<file path="src/rtl/control_unit.sv">
// control_unit: multi-cycle sequencing controller for the ProjectB datapath.
// Fetches a 16-bit instruction, decodes it and drives the register file, data memory and
// ALU function select for a fixed per-opcode sequence of cycles.
module control_unit #(
   parameter int unsigned PC_W = 7
) (
   input  logic            Clk,
   input  logic            ResetN,
   input  logic [15:0]     InstrIn,
   output logic [PC_W-1:0] PC_Addr,
   output logic [7:0]      D_Addr,
   output logic            D_Wr,
   output logic            RF_s,
   output logic [3:0]      RF_W_Addr,
   output logic            RF_W_en,
   output logic [3:0]      RF_Ra_Addr,
   output logic [3:0]      RF_Rb_Addr,
   output logic [2:0]      ALU_Sel,
   output logic            Halted,
   output logic [3:0]      StateOut
);

   // Opcode map
   localparam logic [3:0] OpNoop  = 4'h0;
   localparam logic [3:0] OpStore = 4'h1;
   localparam logic [3:0] OpLoad  = 4'h2;
   localparam logic [3:0] OpAdd   = 4'h3;
   localparam logic [3:0] OpSub   = 4'h4;
   localparam logic [3:0] OpHalt  = 4'h5;
   localparam logic [3:0] OpXor   = 4'h6;
   localparam logic [3:0] OpOr    = 4'h7;
   localparam logic [3:0] OpAnd   = 4'h8;
   localparam logic [3:0] OpInc   = 4'h9;

   // StateOut exposes this encoding directly; StInit must stay 0 so reset drives it to 0
   typedef enum logic [3:0] {
      StInit   = 4'd0,
      StFetch  = 4'd1,
      StDecode = 4'd2,
      StNoop   = 4'd3,
      StStore  = 4'd4,
      StLoadA  = 4'd5,
      StLoadB  = 4'd6,
      StAluOp  = 4'd7,
      StHalt   = 4'd8
   } state_e;

   state_e            state_q, state_d;
   logic [PC_W-1:0]   pc_q, pc_d;
   logic [15:0]       ir_q, ir_d;

   logic [3:0]        op;
   logic [3:0]        ra;
   logic [3:0]        rb;
   logic [3:0]        rq;

   assign op = ir_q[15:12];
   assign ra = ir_q[11:8];
   assign rb = ir_q[7:4];
   assign rq = ir_q[3:0];

   // Execute state chosen by an opcode; the unused opcodes 1010-1111 behave as NOOP
   function automatic state_e exec_state(logic [3:0] opc);
      state_e s;
      case (opc)
         OpNoop:  s = StNoop;
         OpStore: s = StStore;
         OpLoad:  s = StLoadA;
         OpHalt:  s = StHalt;
         OpAdd, OpSub, OpXor, OpOr, OpAnd, OpInc: s = StAluOp;
         default: s = StNoop;
      endcase
      return s;
   endfunction

   // ALU function select for each arithmetic/logic opcode; 0 for everything else
   function automatic logic [2:0] alu_sel_of(logic [3:0] opc);
      logic [2:0] sel;
      case (opc)
         OpAdd:   sel = 3'd1;
         OpSub:   sel = 3'd2;
         OpXor:   sel = 3'd4;
         OpOr:    sel = 3'd5;
         OpAnd:   sel = 3'd6;
         OpInc:   sel = 3'd7;
         default: sel = 3'd0;
      endcase
      return sel;
   endfunction

   // State, program counter and instruction register; reset clears all three at once
   always_ff @(posedge Clk or negedge ResetN) begin
      if (!ResetN) begin
         state_q <= StInit;
         pc_q    <= '0;
         ir_q    <= '0;
      end else begin
         state_q <= state_d;
         pc_q    <= pc_d;
         ir_q    <= ir_d;
      end
   end

   // Next-state sequencing; IR and PC only change on the FETCH->DECODE edge
   always_comb begin
      state_d = state_q;
      pc_d    = pc_q;
      ir_d    = ir_q;
      case (state_q)
         StInit: begin
            state_d = StFetch;
         end
         StFetch: begin
            ir_d    = InstrIn;
            // Natural wrap at 2^PC_W
            pc_d    = pc_q + PC_W'(1);
            state_d = StDecode;
         end
         StDecode: begin
            state_d = exec_state(op);
         end
         StNoop, StStore, StLoadB, StAluOp: begin
            state_d = StFetch;
         end
         StLoadA: begin
            // Synchronous data memory: address presented here, data arrives in LOAD_B
            state_d = StLoadB;
         end
         StHalt: begin
            state_d = StHalt;
         end
         default: begin
            state_d = StInit;
         end
      endcase
   end

   // Moore outputs decoded from the current state and the latched instruction
   always_comb begin
      D_Addr     = ir_q[7:0];
      RF_Ra_Addr = ra;
      RF_Rb_Addr = rb;
      // LOAD writes its ra field; every ALU op writes rq
      RF_W_Addr  = (op == OpLoad) ? ra : rq;
      D_Wr       = 1'b0;
      RF_s       = 1'b0;
      RF_W_en    = 1'b0;
      ALU_Sel    = 3'd0;
      Halted     = 1'b0;
      case (state_q)
         StStore: begin
            D_Wr = 1'b1;
         end
         StLoadA: begin
            // Select memory data early so the write mux is settled before LOAD_B
            RF_s = 1'b1;
         end
         StLoadB: begin
            RF_s    = 1'b1;
            RF_W_en = 1'b1;
         end
         StAluOp: begin
            RF_W_en = 1'b1;
            ALU_Sel = alu_sel_of(op);
         end
         StHalt: begin
            Halted = 1'b1;
         end
         default: begin
         end
      endcase
   end

   assign PC_Addr  = pc_q;
   assign StateOut = state_q;

endmodule
</file>
<file path="config.mk">
export PLATFORM = sky130hd
export DESIGN_NAME = control_unit
export DESIGN_NICKNAME = d
export VERILOG_FILES = /design/src/rtl/control_unit.sv
export SDC_FILE = /design/constraint.sdc
export NUM_CORES = 1
export LEC_CHECK = 0
export BUFFER_PORTS_ARGS = -buffer_cell sky130_fd_sc_hd__buf_2
export CORE_ASPECT_RATIO = 0.9
export CORE_MARGIN = 4
export CORE_UTILIZATION = 44
export DETAILED_ROUTE_END_ITERATION = 10
export GPL_TIMING_DRIVEN = 1
export HOLD_SLACK_MARGIN = 0.06
export PLACE_DENSITY = 0.76
export RECOVER_POWER = 50
export SETUP_SLACK_MARGIN = 0.15
export SYNTH_ARGS = -nofsm -noshare
export SYNTH_HDL_FRONTEND = slang
export SYNTH_SLANG_ARGS = --single-unit
</file>
<file path="constraint.sdc">
create_clock -name Clk -period 1.7 [get_ports Clk]
set_clock_uncertainty 0.15 [all_clocks]
set_input_delay 0.34 -clock Clk [delete_from_list [all_inputs] [get_ports Clk]]
set_output_delay 0.34 -clock Clk [all_outputs]
set_load 0.05 [all_outputs]
</file>
==> summary.txt <==
critical path depth: 6
met1 GRT Util: 0.217
outcome: finished with violations
routability-driven placement congestion ratio: 0.800
num ports: 56
Fillers: 172
worst-path maximum fanout: 3
gr busiest metal: met2
Placed Area: 2000 sq um
Total GRT Usage: 0.204
violated checks: setup timing
Critical Path Sink Type: output pin
first-pass GRT wire length: 7.10 mm
Syn Inst Count: 129
post-route ant nets: 0
main flop type after synthesis: dfrtp_1
Slew HR: 0.557
synthesized cell area: 1480 sq um
area of the multi-input gates: 913 sq um
pre-CTS setup slack: -0.273 ns
Seq/Total Area, Yosys: 0.455
Worst Hold Class: in2reg
async set-reset flop share out of synthesis: 1.00
final hold slack: 0.124 ns
H-tree lvl count: 1
Max Root-Sink Buffers: 2
cell family with most CP delay: buffers and inverters
Mean Syn Cell Area: 11.5 sq um
Yosys top cell area share: 0.455
Mapped Nets: 154
Initial Util: 0.473
Root Driver: clkbuf_8
CP Buf/Inv Count: 3
crit-path max cell delay: 0.40 ns
Crit Path Category: reg2out
gr ovfl total: 0
FP Rows: 19
clock latency on the worst-skew pair: 0.27 ns
Seq cells post-synth: 27
Num CTS Buffers: 3
largest net degree at the start of global routing: 28
Area Growth Syn to Fin: 76.1%
grt met3 use: 0.0525
fin crit period: 2.29 ns
Die Y: 63.1 um
top post-synthesis cells by area: dfrtp_1 46%, mux2_2 14%, buf_4 8.1%
CP Cell Sequence: inv_2 -> ha_4 -> nor3b_4 -> buf_6 -> mux2_4 -> buf_8
vias post-DR: 1342
Detailed Routing Iterations Pass 1: 4
synth unique cells: 29
Sink Count: 27
hold path cells: 3
finished layout cell area: 2610 sq um
IO Port Bufs: 55
Slew @ Worst Pin: 0.664 ns
core box area: 3140 sq um
1st-iter DRT viols: 45
DRC: 0
final worst-path cycle share: 1.35
CTS tree: done
routed len/inst: 19.2 um
vias in the first global route: 1443
Final setup violation count: 28
met2 Usage GRT: 0.393
count of final hold-check violations: 0
unrepaired setup endpoints after global routing: true
CP max-delay cell: dfrtp_1
vias per cell: 5.12
max-slew violations: 0
WP data arrival: 1.80 ns
Final #Nets: 246
initial antenna violation count: 0
Die ar.: 4370 sq um
critical path startpoint category: register
Reg area: 682 sq um
Fmax achieved: 0.437 GHz
cell taking the most area after synthesis: dfrtp_1
worst reg-to-reg path cell count: 5
max cap viols: 0
setup ws final: -0.589 ns
Clock transition at path regs: 0.09 ns
share of post-route cells with drive strength above 1: 0.745
EDFF count, synth: 0
Warnings, synthesis: 0
Req. time, crit path: 1.21 ns
drt total wl: 5.04 mm
antenna cells: 0
HPWL after detailed placement: 2.43 mm
Die Wd: 69.2 um
worst reg2reg max path: stages (launching register included):
cell	delay, ns
dfrtp_2	0.48
buf_6	0.15
nor4b_4	0.24
buf_4	0.21
buf_12	0.14
mux2_4	0.30
registers in the layout, summed over array words and instances, names as in the netlist:
signal / count
PC_Addr: 7
StateOut: 4
ir_q: 16
stage by stage:
stage / util / setup TNS, ns / std cells
global route: 0.833 / -6.82 / 262
CTS: 0.783 / -3.78 / 257
floorplan: - / -4.98 / 129
global placement: 0.637 / -1.52 / 230
detailed placement: 0.637 / -1.68 / 230
finish: 0.833 / -5.38 / 262
layer usage:
| metal | up-vias | share of wire |
|---|---|---|
| met2 | 47 | 0.55 |
| met1 | 673 | 0.39 |
| li1 | 610 | - |
| met4 | 0 | 0.021 |
| met5 | - | 0 |
| met3 | 12 | 0.041 |
layout make-up:
type                       instances  share of cell area
multi-input combinational         78               0.349
timing repair buffer             107               0.342
sequential                        27               0.261
tap                               42              0.0201
clock buffer                       3              0.0158
inverter                           4             0.00862
clock inverter                     1             0.00287
what timing repair did:
item | 4_1_cts | 5_1_grt
endpoints found under the hold margin | 27 | 0
setup endpoints to repair | 32 | 42
setup buffers | 20 | 5
gates resized for setup | 58 | 31
cloned | 2 | 0
pin swaps | 8 | 7
hold buffers | 1 | 0
cell usage after synthesis (all sizes together), types with 2 or more instances:
cell type  number
xnor2           5
mux2           18
mux2i           2
dfrtp          27
nand2           8
nand4           4
buf            19
nor2            3
ha              7
a21oi           6
nand2b          2
o21ai           5
nor3            2
nand4b          2
inv             4
or2b            2
nor3b           3
path summary, 6_finish.rpt:
path                            slack [ns]         from           end
max in group asynchronous             0.42       ResetN   StateOut[0]
worst min-delay path                  0.12  InstrIn[13]      ir_q[13]
min in group asynchronous             0.52       ResetN       ir_q[6]
worst min register to register        0.35   PC_Addr[6]    PC_Addr[6]
worst max-delay path                 -0.59     ir_q[12]  RF_W_Addr[2]
worst max register to register       -0.09  StateOut[1]       ir_q[9]
cell families (layout without fill, tap and decap cells):
group                    after synthesis  after routing  synth area share
multiplexers                          20             20             0.150
flip-flops                            27             27             0.455
buffers and inverters                 24            115             0.116
adder cells (fa/ha/maj)                7              7            0.0590
AO/OA/AOI/OAI                         14             14            0.0523
AND/OR/NAND/NOR                       31             31             0.132
XOR/XNOR                               6              6            0.0354
placed cells by master, fill, tap and decap left out, types with 2 or more instances in the layout:
| cell type | synthesis | layout |
|---|---|---|
| buf_6 | 3 | 23 |
| ha_4 | 0 | 5 |
| nand2_4 | 0 | 2 |
| nand2_2 | 0 | 4 |
| clkbuf_2 | 0 | 3 |
| buf_8 | 0 | 6 |
| nand4_1 | 4 | 4 |
| nor3_4 | 0 | 2 |
| buf_16 | 0 | 2 |
| dfrtp_2 | 0 | 5 |
| dfrtp_1 | 27 | 22 |
| mux2_4 | 0 | 18 |
| clkbuf_4 | 0 | 2 |
| nand4b_1 | 2 | 2 |
| o21ai_1 | 0 | 4 |
| xnor2_1 | 5 | 5 |
| nor3b_1 | 3 | 2 |
| a21oi_4 | 0 | 4 |
| nand2_1 | 8 | 2 |
| nor2_1 | 3 | 2 |
| buf_4 | 16 | 34 |
| buf_2 | 0 | 35 |
| clkbuf_8 | 0 | 3 |
Power is not shown: default switching activity piles up to over one toggle a cycle in this logic, so the estimate is an artifact.
